[src/rtl/txn_generator.sv]
// txn_generator: drives LFSR-derived operand pairs (a, b) into an external
// AND-DUT, captures its result and presents {index, expected, actual}
// entries to a scoreboard over a valid/ready handshake.
// Optional build macro: TXN_GEN_ERR_INJECT_EN flips bit 0 of out_expected
// on every entry whose index ends in 2'b11.
module txn_generator #(
   parameter int unsigned NUM_TXN = 16,
   parameter logic [15:0] SEED    = 16'hACE1
) (
   input  logic       clk,
   input  logic       rst_n,
   input  logic       start,
   output logic [7:0] a,
   output logic [7:0] b,
   input  logic [7:0] dut_y,
   output logic       out_valid,
   input  logic       out_ready,
   output logic [7:0] out_index,
   output logic [7:0] out_expected,
   output logic [7:0] out_actual,
   output logic       busy,
   output logic       done
);

   localparam int unsigned IDX_W    = 8;
   localparam int unsigned LFSR_W   = 16;
   localparam logic [IDX_W-1:0] LAST_IDX = IDX_W'(NUM_TXN - 1);

   typedef enum logic [2:0] {
      ST_IDLE   = 3'd0,
      ST_DRIVE  = 3'd1,
      ST_SAMPLE = 3'd2,
      ST_SEND   = 3'd3,
      ST_DONE   = 3'd4
   } state_t;

   state_t              state, state_d;
   logic [LFSR_W-1:0]   lfsr;
   logic [LFSR_W-1:0]   lfsr_step;
   logic [LFSR_W-1:0]   lfsr_drive;
   logic                start_run;
   logic                advance;
   logic                capture;
   logic                last_entry;
   logic                inject;

   // Fibonacci LFSR step, taps 16,14,13,11
   assign lfsr_step  = {lfsr[14:0], lfsr[15] ^ lfsr[13] ^ lfsr[12] ^ lfsr[10]};
   // value whose bytes become a/b on the edge that enters DRIVE
   assign lfsr_drive = start_run ? SEED : lfsr_step;
   assign last_entry = (out_index == LAST_IDX);

`ifdef TXN_GEN_ERR_INJECT_EN
   assign inject = (out_index[1:0] == 2'b11);
`else
   assign inject = 1'b0;
`endif

   // state register
   always_ff @(posedge clk or negedge rst_n) begin
      if (!rst_n) state <= ST_IDLE;
      else        state <= state_d;
   end

   // next-state and datapath control
   always_comb begin
      state_d   = state;
      start_run = 1'b0;
      advance   = 1'b0;
      capture   = 1'b0;
      case (state)
         ST_IDLE, ST_DONE: begin
            if (start) begin
               start_run = 1'b1;
               state_d   = ST_DRIVE;
            end
         end
         ST_DRIVE:  state_d = ST_SAMPLE;
         ST_SAMPLE: begin
            capture = 1'b1;
            state_d = ST_SEND;
         end
         ST_SEND: begin
            if (out_ready) begin
               advance = 1'b1;
               state_d = last_entry ? ST_DONE : ST_DRIVE;
            end
         end
         default: state_d = ST_IDLE;
      endcase
   end

   // registered status flags decoded from the upcoming state
   always_ff @(posedge clk or negedge rst_n) begin
      if (!rst_n) begin
         out_valid <= 1'b0;
         busy      <= 1'b0;
         done      <= 1'b0;
      end else begin
         out_valid <= (state_d == ST_SEND);
         busy      <= (state_d == ST_DRIVE) || (state_d == ST_SAMPLE) || (state_d == ST_SEND);
         done      <= (state_d == ST_DONE);
      end
   end

   // LFSR, entry index and operand registers
   always_ff @(posedge clk or negedge rst_n) begin
      if (!rst_n) begin
         lfsr      <= SEED;
         out_index <= '0;
         a         <= '0;
         b         <= '0;
      end else begin
         if (start_run)    lfsr <= SEED;
         else if (advance) lfsr <= lfsr_step;

         if (start_run)                    out_index <= '0;
         else if (advance && !last_entry)  out_index <= out_index + IDX_W'(1);

         if (start_run || (advance && !last_entry)) begin
            a <= lfsr_drive[15:8];
            b <= lfsr_drive[7:0];
         end
      end
   end

   // capture DUT result and reference in SAMPLE
   always_ff @(posedge clk or negedge rst_n) begin
      if (!rst_n) begin
         out_expected <= '0;
         out_actual   <= '0;
      end else if (capture) begin
         out_expected <= (a & b) ^ {7'd0, inject};
         out_actual   <= dut_y;
      end
   end

endmodule

[config.mk]
export PLATFORM = sky130hd
export DESIGN_NAME = txn_generator
export DESIGN_NICKNAME = d
export VERILOG_FILES = /design/src/rtl/txn_generator.sv
export SDC_FILE = /design/constraint.sdc
export NUM_CORES = 1
export LEC_CHECK = 0
export CORE_MARGIN = 3
export CORE_UTILIZATION = 30
export DETAILED_ROUTE_END_ITERATION = 8
export SYNTH_ARGS = -nofsm -noshare
export SYNTH_HDL_FRONTEND = slang
export SYNTH_SLANG_ARGS = --single-unit
[constraint.sdc]
create_clock -name clk -period 1.64 [get_ports clk]
set_input_delay 0.246 -clock clk [delete_from_list [all_inputs] [get_ports clk]]
set_output_delay 0.246 -clock clk [all_outputs]
set_load 0.02 [all_outputs]
==> metrics.md, run 1 <==
| Metric | Value |
|---|---|
| Leakage | approximately 1.8 nW |
| Syn-to-layout area delta | 38.3% |
| ANT nets after route | 0 |
| TritonCTS Buffers | 9 |
| Largest family of logic cells by synthesized area | simple AND/OR/NAND/NOR gates |
| DR WL/cell | 13.6 µm |
| Starting density of the core | between 30% and 40% |
| H-tree level count | 3 |
| Inst Count DP | 422 |
| Largest net degree at the start of global routing | 63 |
| Yosys reg bits | 62 |
| Die X | 101 µm |
| DR iter-0 viols | ~140 |
| Synth warnings | 0 |
| Global route overflow | 0 |
| Router iterations before antenna repair | 4 |
| Syn_area_per_cell | 10.8 µm² |
| Simple-Gate Fraction of Synth Area | a little over an eighth |
| Final Util | 43.0% |
| Worst Tran Pin Value | 338 ps |
| Outcome | complete, no violations |
| Post-synth EDFFs | 0 |
| Critical path fanouts, max | 8 |
| Multiplexer area fraction after synthesis | 9.68% |
| Peak Freq | 614 MHz |
| Fin Clk Skew | between 10 and 15 ps |
| Fin crit period | 1630 ps |
| Die ar. | 0.0103 mm² |
| Most frequent cell after synthesis | dfrtp_1 |
| Dpl cell area | 0.00352 mm² |
| Pwr dens | 1930 mW/mm² |
| Clk buf depth | 2 |
| TritonCTS clock tree | built |
| RSZ-0062 raised after global routing | true |
| Via density | 4.71 |
| ANT cells | 0 |
| Final Wtd Congestion | 0.761 |
| Setup WS post-layout | a little over 10 ps |
| Final hold violations | 0 |
| Final net count | 341 |
| Pre-CTS setup slack | -89.9 ps |
| Post-route cell area | between 0.003 and 0.004 mm² |
| Multi-input gate area | 0.00100 mm² |
| Gr usage total | approximately an eighth |
| Post-synthesis async set-or-reset flop share | 100% |
| Compound-Gate Fraction of Synth Area | roughly 12% |
| Hold WS | 444 ps |
| Startpoint Class | flop |
| Register clock-pin slew on the reported worst setup and hold paths | ~80 ps |
| Synth top area share | 49.6% |
| Global-route track usage on met1 | 16.9% |
| Mapped cell area | 0.00273 mm² |
| Synth area leaders | dfrtp_1 (50%), dfstp_2 (7.7%), nand2_1 (7.0%) |
| Design Power | 7.27 mW |
| Worst setup EP type | flop |
| Port bufs | between 50 and 60 |
| CTS root buffer | clkbuf_8 |
| Final WL | approximately 6.0 mm |
| Syn_nets | approximately 270 |
| Num rows | 34 |
| Die H | just over 100 µm |
| Yosys cell types | between 40 and 50 |
| Via count | 2,079 |
| Arr. time, crit path | 1890 ps |
| Synth Instances | 253 |
| Core Region | 0.00876 mm² |
| Worst path required time | 1900 ps |
| Top_reg_cell synth | dfrtp_1 |
| Post-DP HPWL | slightly above 4 mm |
| Worst vdd ir | around 0.00057 V |
| Final setup vio count | 0 |
| Slew Limit Headroom | approximately 77% |
| # Max-Cap Violations | 0 |
| Slew Viols, Final | 0 |
| XOR/XNOR share of the synthesized area | 0.964% |
| Sequential share of the synthesized area | a little under three fifths |
| Worst skew pair latency | 330 ps |
| Met3 GRT Util | 2.20% |
| DRC viols | 0 |
| Fillers | 840 |
| Setup CP Type | flop to flop |
| Fin Setup TNS | 0 ps |
| Grt met2 use | between 15 and 20% |
| Final Cycle Share | 99.4% |
| Hold WC Path Type | input port to asynchronous set/reset pin |
| Synth area leader | dfrtp_1 |
| Vias in the first global route | 1,956 |
| # IOs | 55 |
| Post-synthesis adder-cell area fraction | 0.459% |
| Layout Cells excl Fill | ~440 |
| Layout cells sized above 1 | 19.2% |
| CTS Sinks | 62 |
| First-pass GRT wire length | 9.82 mm |
| Most used routing layer | met2 |
| Antenna violations before repair | 0 |
| Synth cell count leaders | dfrtp_1 (54), nand2_1 (51), inv_1 (19) |
| FF+latch area | about 0.0016 mm² |
-- report_power, final --
group          switching [mW]  internal (mW)  leakage (nW)  total [mW]
registers               0.473           2.23         0.764        2.71
logic                    1.67           1.61         0.935        3.28
clock network           0.590          0.696        0.0883        1.29
-- final timing paths --
path | from | end | slack (ps) | depth (start not counted)
setup / recovery | out_index[6] | b[6] | 10 | 4
hold / removal | rst_n | out_actual[4] | 440 | 3
setup reg to reg | out_index[6] | b[6] | 10 | 4
hold reg to reg | out_expected[3] | out_expected[3] | 480 | 2
max in group asynchronous | rst_n | lfsr[7] | 850 | 3
min in group clk | out_expected[3] | out_expected[3] | 480 | 2
-- final cells by class --
class,count,area share [%]
Clock inverter,6,1.66
Timing Repair Buffer,79,21.4
Inverter,19,1.89
Sequential cell,62,41.5
Clock buffer,10,3.38
Multi-Input combinational cell,157,26.6
Tap cell,108,3.58
-- worst max-delay path, cell delays in order (launching register included) --
cell and delay (ps):
dfrtp_1 380, or4_4 570, o21ai_4 220, clkbuf_16 210, mux2i_1 180
-- cell families after synthesis --
logic type | after synthesis
flops | 62
xor+xnor | 3
simple gates | 80
fa+ha+maj | 1
buf+inv | 34
compound gates | 48
mux | 25
-- state kept, by name, summed over array words and instances (netlist names) --
signal        count
lfsr             16
a                 8
b                 8
out_actual        8
out_expected      8
out_index         8
state             3
busy              1
done              1
out_valid         1
-- what timing repair did --
| action | CTS | global route |
|---|---|---|
| hold buffers | 1 | 0 |
| pin swaps | 0 | 3 |
| endpoints found under the setup margin | 24 | 26 |
| resized for setup | 10 | 8 |
| cloned | 0 | 1 |
| hold endpoints to repair | 54 | 0 |
| buffers inserted | 0 | 1 |
-- metal layers --
layer	up-vias	share of wire, %
met2	58	45
met1	989	48
met5	-	0
met4	0	1.5
li1	1021	-
met3	11	5.5
-- layout by cell type, fill, tap and decap left out, types with 2 or more instances in the layout --
master / count
a211oi_1: 4
dlymetal6s2s_1: 5
nand2_1: 51
clkdlybuf4s50_1: 39
dfrtp_1: 52
a21oi_1: 13
buf_12: 5
mux2i_1: 17
clkbuf_8: 9
dfstp_2: 8
clkinvlp_4: 3
o21a_1: 2
o41ai_1: 2
o211ai_1: 9
dlygate4sd2_1: 9
buf_4: 18
nand3_1: 2
or4_1: 2
dfrtp_2: 2
inv_1: 19
mux2_2: 7
clkinv_2: 2
nor2_1: 9
nand2b_1: 4
o21ai_0: 9
xnor2_1: 3
Power figures use the tool's default switching activity.
==> inputs of run 2 (changes only) <==
==> constraint.sdc (replaced) <==
create_clock -name clk -period 2 [get_ports clk]
set_input_delay 0.3 -clock clk [delete_from_list [all_inputs] [get_ports clk]]
set_output_delay 0.3 -clock clk [all_outputs]
set_load 0.02 [all_outputs]
==> run 2 against run 1 <==
  * Cell count down 2.5%
  * Sequential power down 17%
  * First-iteration DRC count down 64%
  * Count of clock-buffer cells in the layout up 4
  * Global-route usage about the same
  * Final area down 5.1%
  * Via count down 4.0%
  * Sequential cell count unchanged
  * Critical endpoint is now out_index[3]
  * Highest routed layer unchanged
==> metrics.md, run 2 (synthesized netlist as in run 1, its figures left out) <==
| Metric | Value |
|---|---|
| Most frequent cells in the layout | dfrtp_1 (54), clkdlybuf4s50_1 (53), nand2_1 (51) |
| Critical path fanouts, max | 8 (unchanged) |
| Met3 routed WL | 320 µm (-3.3%) |
| Worst vdd ir | 0.000620 V (+8.5%) |
| Slew Viols, Final | 0 (unchanged) |
| Fillers | 875 (+4.2%) |
| Starting density of the core | 31.1% (unchanged) |
| DRC viols | 0 (unchanged) |
| RR Endpoint | a[6] |
| Antenna violations before repair | 0 (unchanged) |
| Setup CP Type | flop to output pin |
| Port bufs | 54 (unchanged) |
| Final net count | 331 (-2.9%) |
| H-tree level count | 3 (unchanged) |
| R2R setup slack | 280 ps (+270 ps) |
| Post-route cell area | 0.00358 mm² (-5.1%) |
| Leakage | 1.60 nW (-10%) |
| Net Sw Frac | 37.7% (+0.13 points) |
| DR WL/cell | 13.5 µm (-1.2%) |
| WHS Endpoint | out_expected[3] |
| Via count | 1,995 (-4.0%) |
| Crit path max-delay family | buffers and inverters |
| Hold path cells | 2 |
| Dpl cell area | 0.00340 mm² (-3.5%) |
| Worst skew pair latency | 330 ps (about the same) |
| FF+latch area | 0.00156 mm² (-0.16%) |
| Final Util | 40.8% (-2.2 points) |
| Flop pwr share | 39.6% (+2.4 points) |
| Arr. time, crit path | 1450 ps (-440 ps) |
| Fin crit period | 1750 ps |
| CTS root buffer | clkbuf_8 |
| Slowest-stage cell, CP | clkdlybuf4s50_1 |
| # IOs | 55 (unchanged) |
| ANT cells | 0 (unchanged) |
| Biggest register | lfsr |
| Worst path max stage delay | 650 ps (+80 ps) |
| Router iterations before antenna repair | 6 (+2) |
| Clock share of power | 16.7% (-1.0 points) |
| Final Wtd Congestion | 0.760 (-0.14%) |
| TritonCTS clock tree | built |
| Gr usage total | 12.0% (about the same) |
| Largest net degree at the start of global routing | 41 (-35%) |
| Fin Clk Skew | 4.74 ps (-6.41 ps) |
| Slew Limit Headroom | 66.3% (-11 points) |
| Final WL | 5.80 mm (-3.7%) |
| Worst Tran Pin Value | 505 ps (+167 ps) |
| Final setup vio count | 0 (unchanged) |
| Cell Chain, Critical Path | clkdlybuf4s50_1 |
| Pwr dens | 1590 mW/mm² (-17%) |
| Final Cycle Share | 87.5% |
| Pint | 3.55 mW (-22%) |
| Hold WS | 478 ps (+33.4 ps) |
| Worst reg2reg path startpoint | out_index[5] |
| Hold Path Origin | out_expected[3] |
| Metal2 WL | 2.73 mm (+0.66%) |
| NetSw | 2.15 mW (-21%) |
| Max reg flops | 16 (unchanged) |
| # Max-Cap Violations | 0 (unchanged) |
| ANT nets after route | 0 (unchanged) |
| DR iter-0 viols | 50 (-64%) |
| Clk buf depth | 2 (unchanged) |
| Startpoint Class | flop |
| Die ar. | 0.0103 mm² (unchanged) |
| Layout cells sized above 1 | 14.9% (-4.3 points) |
| Multi-input gate area | 991 µm² (-1.2%) |
| Post-CTS Setup Inserts | 0 (unchanged) |
| Vias in the first global route | 2,012 (+2.9%) |
| TritonCTS Buffers | 9 (unchanged) |
| Core Region | 0.00876 mm² (unchanged) |
| Global route overflow | 0 (unchanged) |
| First-pass GRT wire length | 9.76 mm (-0.63%) |
| Final hold violations | 0 (unchanged) |
| Die H | 101 µm (unchanged) |
| Post-DP HPWL | 4.09 mm (-1.2%) |
| Outcome | complete, no violations |
| Worst setup EP type | output pin |
| Worst path required time | 1700 ps (-200 ps) |
| Commonest non-fill, non-tap cell in the layout | dfrtp_1 |
| Register clock-pin slew on the reported worst setup and hold paths | 60 ps (-20 ps) |
| Reg2reg path depth | 4 (unchanged) |
| Peak Freq | 571 MHz |
| Num rows | 34 (unchanged) |
| Buffer and inverter count on the worst path | 1 (unchanged) |
| CTS Sinks | 62 (unchanged) |
| Metal-1 WL | 2.66 mm (-7.6%) |
| Hold WC Path Type | flop to flop |
| RSZ-0062 raised after global routing | false |
| Gate power share | 43.7% (-1.4 points) |
| DR top layer | met4 |
| Fin Setup TNS | 0 ps (unchanged) |
| Via density | 4.64 (-1.6%) |
| Die X | 101 µm (unchanged) |
| Syn-to-layout area delta | 31.2% |
-- run 2: metal layers --
metal | vias up | track usage (%)
li1 | 998 | -
met1 | 943 | 15.0
met2 | 47 | 19.8
met3 | 7 | 3.10
met4 | 0 | 5.21
met5 | - | 0
-- run 2: cell type report --
| type | instances | area share (%) |
|---|---|---|
| sequential | 62 | 43.7 |
| timing repair buffer | 69 | 18.2 |
| inverter | 19 | 1.99 |
| multi-input combinational | 157 | 27.7 |
| clock inverter | 1 | 0.140 |
| tap | 108 | 3.78 |
| clock buffer | 14 | 4.55 |
-- run 2: power by group through the flow --
| stage | logic, mW | registers, mW | clock network (mW) |
|---|---|---|---|
| after floorplan | 1.17 | 2.59 | 0 |
| after global placement | 2.50 | 2.26 | 0 |
| after detailed placement | 2.53 | 2.28 | 0 |
| after CTS | 2.54 | 2.26 | 0.981 |
| after global routing | 2.76 | 2.34 | 1.04 |
| final | 2.49 | 2.26 | 0.949 |
-- run 2: what timing repair did --
item                                    in CTS  in global routing
hold buffers                                 1                  0
resized for setup                            0                  0
hold endpoints to repair                    22                  0
endpoints found under the setup margin       0                  0
-- run 2: worst max path at each step --
| stage | startpoint | cells past startpoint | slack [ps] | end |
|---|---|---|---|---|
| 2_1_floorplan | out_index[4] | 4 | 330 | out_index[0] |
| 3_3_place_gp | start | 5 | 180 | a[6] |
| 3_5_place_dp | start | 5 | 150 | a[4] |
| 4_1_cts | out_index[3] | 1 | 230 | out_index[3] |
| 5_1_grt | out_index[3] | 1 | 170 | out_index[3] |
| 6_report | out_index[3] | 1 | 250 | out_index[3] |
-- run 2: stage by stage --
step | std cells | total power, mW | setup slack [ps]
final | 430 | 5.70 | 250
after global routing | 430 | 6.14 | 174
after CTS | 430 | 5.79 | 232
after global placement | 414 | 4.76 | 178
after detailed placement | 414 | 4.82 | 147
after floorplan | 253 | 3.77 | 329
==> inputs of run 3 (changes only) <==
--- a/config.mk
+++ b/config.mk
@@ -8,6 +8,7 @@
 export CORE_MARGIN = 3
 export CORE_UTILIZATION = 30
 export DETAILED_ROUTE_END_ITERATION = 8
+export GPL_TIMING_DRIVEN = 0
 export SYNTH_ARGS = -nofsm -noshare
 export SYNTH_HDL_FRONTEND = slang
 export SYNTH_SLANG_ARGS = --single-unit
==> run 3 against run 2 <==
  * Cell count rose by 0.70%
  * Register-to-register slack got worse by 20 ps
  * Highest routed layer unchanged
  * Global-route usage rose by 0.65 points
  * Die area did not move
  * Critical path depth did not move
  * Sequential power fell by 2%
  * Hold slack got worse by 420 ps
  * Combinational power rose by 6%
  * Total power rose by 1.5%
  * Count of clock-buffer cells in the layout rose by 1
  * Sequential cell count did not move
  * Via count rose by 3.3%
==> metrics.md, run 3 (synthesized netlist as in run 1, its figures left out) <==
| Metric | Value |
|---|---|
| Worst vdd ir | 0.000477 V (-23%) |
| ANT cells | 0 (unchanged) |
| Worst setup EP type | output pin |
| Slew Limit Headroom | 47.5% (-19 points) |
| Core Region | 0.00876 mm² (unchanged) |
| Buffer and inverter count on the worst path | 1 (unchanged) |
| Outcome | complete, no violations |
| Final Cycle Share | 88.6% (+1.1 points) |
| Port bufs | 54 (unchanged) |
| ANT nets after route | 0 (unchanged) |
| Leakage | 1.59 nW (-0.81%) |
| Worst reg2reg path startpoint | out_index[4] |
| DR iter-0 viols | 77 (+54%) |
| Final net count | 333 (+0.60%) |
| Gr usage total | 12.7% (+0.65 points) |
| TritonCTS clock tree | built |
| Router iterations before antenna repair | 4 (-2) |
| Most frequent cells in the layout | dfrtp_1 (54), clkdlybuf4s50_1 (53), nand2_1 (51) |
| First-pass GRT wire length | 10.3 mm (+5.5%) |
| Die ar. | 0.0103 mm² (unchanged) |
| Setup WS post-layout | 227 ps (-22.4 ps) |
| Post-CTS sizing | 0 (unchanged) |
| CTS Sinks | 62 (unchanged) |
| Startpoint Class | flop |
| Pwr dens | 1620 mW/mm² (+1.6%) |
| # Max-Cap Violations | 0 (unchanged) |
| Hold WS | 53.4 ps (-424 ps) |
| Via count | 2,061 (+3.3%) |
| Arr. time, crit path | 1470 ps (+20 ps) |
| Largest net degree at the start of global routing | 63 (+54%) |
| Post-DP HPWL | 4.26 mm (+4.1%) |
| Fin Clk Skew | 8.23 ps (+3.49 ps) |
| Layout Cells excl Fill | 433 (+0.70%) |
| Cell Chain, Critical Path | clkdlybuf4s50_1 |
| Fin crit period | 1770 ps (+22.4 ps) |
| Pre-CTS setup slack | -156 ps (-303 ps) |
| Antenna violations before repair | 0 (unchanged) |
| Critical Path Start | out_index[3] |
| Max reg flops | 16 (unchanged) |
| DR WL/cell | 14.2 µm (+5.5%) |
| Cell count along the critical path | 1 (unchanged) |
| Layout cells sized above 1 | 13.2% (-1.7 points) |
| Die H | 101 µm (unchanged) |
| Final Wtd Congestion | 0.779 (+2.5%) |
| H-tree level count | 3 (unchanged) |
| Final hold violations | 0 (unchanged) |
| Crit path max-delay family | buffers and inverters |
| Biggest register | lfsr |
| Hold WC Path Type | input port to asynchronous set/reset pin |
| RR Endpoint | b[2] |
| Slew Viols, Final | 0 (unchanged) |
| Design Power | 5.79 mW (+1.5%) |
| Slowest-stage cell, CP | clkdlybuf4s50_1 |
| Vias in the first global route | 2,056 (+2.2%) |
| Commonest non-fill, non-tap cell in the layout | dfrtp_1 |
| Clk buf depth | 2 (unchanged) |
| DRC viols | 0 (unchanged) |
| Syn-to-layout area delta | 31.2% (about the same) |
| Inst Count DP | 415 (+0.24%) |
| Starting density of the core | 31.1% (unchanged) |
| Worst path required time | 1700 ps (about the same) |
| Final WL | 6.16 mm (+6.2%) |
| Global route overflow | 0 (unchanged) |
| Final Util | 40.8% (about the same) |
| # IOs | 55 (unchanged) |
| Via density | 4.76 (+2.6%) |
| Die X | 101 µm (unchanged) |
| Worst skew pair latency | 340 ps (about the same) |
| Num rows | 34 (unchanged) |
| Critical path fanouts, max | 8 (unchanged) |
| Peak Freq | 564 MHz (-1.3%) |
| Register clock-pin slew on the reported worst setup and hold paths | 70 ps (about the same) |
| Reg2reg path depth | 4 (unchanged) |
| Setup CP Type | flop to output pin |
| CTS root buffer | clkbuf_8 |
| CP endpoint | out_index[3] |
| Final setup vio count | 0 (unchanged) |
| R2R setup slack | 260 ps (-20 ps) |
| Worst path max stage delay | 660 ps (about the same) |
| Worst Tran Pin Value | 788 ps (+283 ps) |
| RSZ-0062 raised after global routing | false |
| Fillers | 839 (-4.1%) |
| TritonCTS Buffers | 9 (unchanged) |
==> run 3: repair_timing <==
item | in CTS | in global routing
hold buffers | 0 | 0
buffers inserted | 0 | 2
setup endpoints to repair | 0 | 1
==> run 3: through the flow <==
step           cell area [µm²]  setup TNS [ps]
3_5_place_dp              3400            -292
3_3_place_gp              3400          -86380
4_1_cts                   3560               0
2_1_floorplan             2730               0
5_1_grt                   3580               0
6_report                  3580               0
==> run 3: routing by layer <==
layer  track usage, %  wire, µm
met4             6.54       144
met5                0         0
met1             17.5      2870
met3             2.55       369
met2             18.9      2770
==> run 3: area by class of cell <==
type	instances	area, µm²	share of cell area (%)
flip-flops and latches	62	1560	43.7
multi-input cells	157	986	27.6
repair buffers	56	553	15.5
clock buffers	15	156	4.37
well taps	108	135	3.78
plain buffers	15	108	3.01
inverters	19	71.3	1.99
clock inverters	1	5.00	0.140
==> run 3: worst min-delay path by stage <==
stage / from / end / slack [ps] / cells past startpoint
global route: rst_n / out_expected[5] / 110 / 1
floorplan: rst_n / a[0] / 4 / 0
detailed placement: rst_n / out_expected[5] / 430 / 1
CTS: rst_n / out_expected[2] / 70 / 1
finish: rst_n / out_expected[5] / 50 / 1
global placement: out_expected[0] / out_expected[0] / 460 / 2
==> run 3: power breakdown <==
group / switching (mW) / total [mW] / internal [mW]
logic: 1.37 / 2.63 / 1.26
registers: 0.381 / 2.21 / 1.83
clock network: 0.453 / 0.938 / 0.485
total: 2.21 / 5.79 / 3.58
==> RTL change 1, RTL diff (settings of run 1) <==
The 5 states of `state_t` get a Gray code encoding in 3 bits.
--- a/src/rtl/txn_generator.sv
+++ b/src/rtl/txn_generator.sv
@@ -27,11 +27,11 @@
    localparam logic [IDX_W-1:0] LAST_IDX = IDX_W'(NUM_TXN - 1);
 
    typedef enum logic [2:0] {
-      ST_IDLE   = 3'd0,
-      ST_DRIVE  = 3'd1,
-      ST_SAMPLE = 3'd2,
-      ST_SEND   = 3'd3,
-      ST_DONE   = 3'd4
+      ST_IDLE   = 3'b000,
+      ST_DRIVE  = 3'b001,
+      ST_SAMPLE = 3'b011,
+      ST_SEND   = 3'b010,
+      ST_DONE   = 3'b110
    } state_t;
 
    state_t              state, state_d;
Function: no difference found for any inputs over 10 cycles, from zero or initial values and one cycle with rst_n low; not proved beyond that.
==> RTL change 1 against run 1 <==
Critical path type is now reg -> out; wire length rose by 4.1%; cell area increased by 1.7%; area after synthesis is 2.9% higher; setup slack improved by 50 ps; register-to-register slack gained 110 ps; highest routed layer unchanged; power is 2.8% higher; sequential cell count stayed put; sequential share of layout area decreased by 0.68 points.
==> RTL change 1: results (changes against run 1) <==
| Metric | Value |
|---|---|
| Avg Cell Area, Syn | `10.6 um^2 (-2.1%)` |
| Clock network fraction of design power | `18.7% (+1.0 points)` |
| Post-synthesis sequential area ratio | `55.6% (-1.6 points)` |
| P_int | `4.69 mW (+3.1%)` |
| Crit path max-delay cell type | `clkdlybuf4s50_1` |
| Synth top cells by count | `dfrtp_1, nand2_1, a21oi_1, mux2i_1, inv_1` |
| Post-Layout Cell Count | `451 (+2.3%)` |
| First-pass GRT wire length | `10500 um (+6.9%)` |
| WP data arrival | `1330 ps (-560 ps)` |
| CP delay by family, top | `buffers and inverters` |
| Worst slew margin | `77.2% (-0.23 points)` |
| Slowest stage delay, CP | `620 ps (+50 ps)` |
| Combinational power share | `45.6% (+0.5 points)` |
| Placed Area | `3610 um^2 (+2.4%)` |
| Critical path peak fanout | `3 (-5)` |
| Vias per cell | `4.81 (+2.1%)` |
| Worst clock skew | `6.92 ps (-4.23 ps)` |
| GPL Wtd Cong | `0.782 (+2.7%)` |
| Post-synthesis net count | `279 (+4.9%)` |
| Initial DRC count | `148 (+8.0%)` |
| DP Cell Count | `433 (+2.6%)` |
| Vias in the first global route | `2156 (+10%)` |
| Proportion of layout cells with a drive suffix above 1 | `16.3% (-2.9 points)` |
| Global Route Usage Sum | `12.8% (+0.72 points)` |
| Leak | `1.80 nW (+0.53%)` |
| Post-DP HPWL | `4440 um (+7.3%)` |
| Nets | `351 (+2.9%)` |
| Avg WL per Cell | `13.9 um (+1.8%)` |
| PD cells | `1950 nW/um^2 (+1.2%)` |
| Outcome | `complete, no violations` |
| Synth unique cells | `40 (-7.0%)` |
## RTL change 1: cell count changes in the layout (fill, tap and decap cells not counted), moves of 4 or more
cell	before	now
nor2_1	9	3
nand3_1	2	6
mux2_1	0	4
a21oi_1	13	20
nand2_1	51	42
o21ai_1	0	7
o21ai_0	9	16
## RTL change 1: tightest hold or removal path: stages
cell,delay [ps]
dlygate4sd3_1,520
buf_2,120
buf_12,290
## RTL change 1: area by class of cell
| cell class | instances | area [um^2] |
|---|---|---|
| timing repair buffer | 78 | 764 |
| clock buffer | 13 | 169 |
| fill | 871 | 5060 |
| multi-input combinational | 169 | 1090 |
| inverter | 18 | 67.6 |
| sequential | 62 | 1560 |
| clock inverter | 3 | 42.5 |
| tap | 108 | 135 |
## RTL change 1: per-layer routing
metal / part of all wire, % / global-route usage [%] / up-vias
li1: - / - / 1069
met3: 4.8 / 3.04 / 11
met1: 47 / 17.3 / 1036
met5: 0 / 0 / -
met4: 1.7 / 5.25 / 0
met2: 47 / 19.7 / 55
## RTL change 1: cell families after synthesis
kind of cell	synth area share, %
DFF	55.6
AOI/OAI and AO/OA	13.9
buffers and inverters	5.93
xor gates and xnor gates	1.56
muxes	10.3
and+or+nand+nor	12.2
adders and majority gates	0.446
## RTL change 1: worst paths after layout
kind | from | to | slack [ps] | cells past startpoint
setup / recovery | b[3] | b[3] | 60 | 1
hold / removal | rst_n | out_index[1] | 450 | 3
setup reg to reg | out_index[5] | a[0] | 120 | 4
hold reg to reg | out_expected[2] | out_expected[2] | 480 | 2
max in group asynchronous | rst_n | lfsr[6] | 850 | 3
min in group clk | out_expected[2] | out_expected[2] | 480 | 2
## RTL change 1: repair_timing
item                       CTS  global route
pin swaps                    0             2
setup endpoints to repair    9             7
gates resized for setup      9             3
hold buffers                 1             0
buffers inserted             0             1
hold endpoints to repair    54             0
==> RTL change 2, RTL diff (config.mk and constraints of run 1) <==
Without the edit above. Build with the macro `TXN_GEN_ERR_INJECT_EN` defined.
--- a/src/rtl/txn_generator.sv
+++ b/src/rtl/txn_generator.sv
@@ -3,6 +3,8 @@
 // entries to a scoreboard over a valid/ready handshake.
 // Optional build macro: TXN_GEN_ERR_INJECT_EN flips bit 0 of out_expected
 // on every entry whose index ends in 2'b11.
+`define TXN_GEN_ERR_INJECT_EN
+
 module txn_generator #(
    parameter int unsigned NUM_TXN = 16,
    parameter logic [15:0] SEED    = 16'hACE1
Check against the original RTL: same outputs for any inputs over 10 cycles, from zero or initial values and one cycle with rst_n low; that may be too few to reach the edited logic, so the function may still have changed.
==> RTL change 2 against run 1 <==
Setup slack better by 25 ps; count of clock-buffer cells in the layout stayed put; sequential power is 1% lower; wire length decreased by 2.5%; area after synthesis is 6.0% lower; sequential cell count stayed put; power decreased by 2.5%; cell area decreased by 3.8%; largest cell class unchanged; highest routed layer unchanged.
==> RTL change 2: results (changes against run 1) <==
| Metric | Value |
|---|---|
| Initial antenna violation count | `0 (unchanged)` |
| Slowest stage delay, CP | `430 ps (-140 ps)` |
| Synth top cells by count | `nand2_1, dfrtp_1, a21oi_1, nand3_1` |
| Worst slew margin | `74.3% (-3.1 points)` |
| Clock Tree Root | `clkbuf_8` |
| Top cells by area, synth | `dfrtp_1, nand2_1, dfstp_2` |
| CTS max path bufs | `2 (unchanged)` |
| Fillers | `812 (-3.3%)` |
| Worst-Skew Late Latency | `340 ps` |
| Input/output buffers | `54 (unchanged)` |
| CP delay by family, top | `simple AND/OR/NAND/NOR gates` |
| Final Hold Violating Endpoints | `0 (unchanged)` |
| Max FFs per register | `16 (unchanged)` |
| HP Class | `in -> async` |
| Critical path peak fanout | `6 (-2)` |
| Proportion of layout cells with a drive suffix above 1 | `18.4% (-0.79 points)` |
| Crit path max-delay cell type | `dfrtp_2` |
| Nets | `339 (-0.59%)` |
| Pre-Repair DR Iteration Count | `4 (unchanged)` |
| Ys async rst share | `100% (unchanged)` |
| Vias | `2065 (-0.67%)` |
| Clock transition at path regs | `70 ps` |
| Post-synthesis net count | `268 (+0.75%)` |
| Leak | `1.64 nW (-8.4%)` |
| Most common cell after layout, fill and taps aside | `nand2_1` |
| Synth unique cells | `34 (-21%)` |
| Outcome | `complete, no violations` |
| Post-Route WL | `5870 um (-2.5%)` |
| Global Route Usage Sum | `13.1% (+1.0 points)` |
| Initial DRC count | `136 (-0.73%)` |
| GPL Wtd Cong | `0.754 (-0.93%)` |
| Place WS | `-217 ps (-127 ps)` |
| First-pass GRT wire length | `10300 um (+4.4%)` |
| Post-synthesis sequential area ratio | `60.9% (+3.7 points)` |
| Worst vdd ir | `0.709 mV (+24%)` |
| WP data arrival | `1870 ps (-20 ps)` |
| Largest net degree at the start of global routing | `33 (-48%)` |
| Top reg by flops | `lfsr` |
| Synth Flop Type | `dfrtp_1` |
| CTS buffer count | `9 (unchanged)` |
| Post-DP HPWL | `4140 um (about the same)` |
| H-tree depth | `3 (unchanged)` |
| Antenna Cells | `0 (unchanged)` |
| Yosys warns | `0 (unchanged)` |
| Worst clock skew | `10.7 ps (-0.442 ps)` |
[RTL change 2: cell types whose count changed after synthesis, sizes merged, moves of 3 or more]
cell / before / now
nand2: 51 / 86
a21oi: 13 / 23
a211oi: 4 / 1
o211ai: 9 / 2
nor2: 9 / 4
inv: 19 / 2
mux2i: 17 / 2
nand3: 3 / 15
nand2b: 4 / 1
[RTL change 2: repair_timing]
action / CTS / global route
resized for setup: 10 / 8
buffers inserted: 0 / 2
pin swaps: 0 / 2
setup endpoints to repair: 19 / 17
hold buffers: 1 / 0
hold endpoints to repair: 14 / 0
[RTL change 2: layout make-up]
type | instances | share of cell area (%)
tap | 105 | 3.62
multi-input combinational | 176 | 26.5
clock buffer | 10 | 3.80
timing repair buffer | 75 | 20.4
clock inverter | 6 | 2.35
inverter | 2 | 0.207
sequential | 62 | 43.2
[RTL change 2: logic make-up (layout without fill, tap and decap cells)]
group | count (synthesis) | after routing | share of synthesized area, %
mux | 10 | 10 | 4.30
fa+ha+maj | 1 | 1 | 0.488
flops | 62 | 62 | 60.9
simple gates | 120 | 120 | 20.6
buf+inv | 17 | 93 | 3.13
compound gates | 38 | 38 | 8.15
xor+xnor | 7 | 7 | 2.39
[RTL change 2: where the power goes]
part | switching, mW | internal, mW | total, mW | leakage, nW
registers | 0.458 | 2.21 | 2.67 | 0.769
clock network | 0.596 | 0.891 | 1.49 | 0.108
logic | 1.54 | 1.39 | 2.93 | 0.761
[RTL change 2: worst paths after layout]
| path | from | endpoint | slack [ps] | depth (start not counted) |
|---|---|---|---|---|
| setup / recovery | out_index[0] | out_index[5] | 30 | 5 |
| hold / removal | rst_n | out_actual[5] | 350 | 2 |
| setup reg to reg | out_index[0] | out_index[5] | 30 | 5 |
| hold reg to reg | out_expected[0] | out_expected[0] | 480 | 2 |
| max in group asynchronous | rst_n | lfsr[7] | 710 | 3 |
| min in group clk | out_expected[0] | out_expected[0] | 480 | 2 |
[RTL change 2: metrics by stage]
stage | util (%) | std cells | area, um^2
finish | 43.9 | 436 | 3630
global route | 43.9 | 436 | 3630
global placement | 40.6 | 417 | 3360
CTS | 43.4 | 434 | 3590
floorplan | - | 255 | 2590
detailed placement | 40.6 | 417 | 3360
[RTL change 2: metal layers]
metal	global-route usage, %	share of wire, %	vias up
li1	-	-	994
met1	18.2	47	1007
met2	19.3	45	55
met3	3.82	6.0	9
met4	5.04	1.4	0
met5	0	0	-
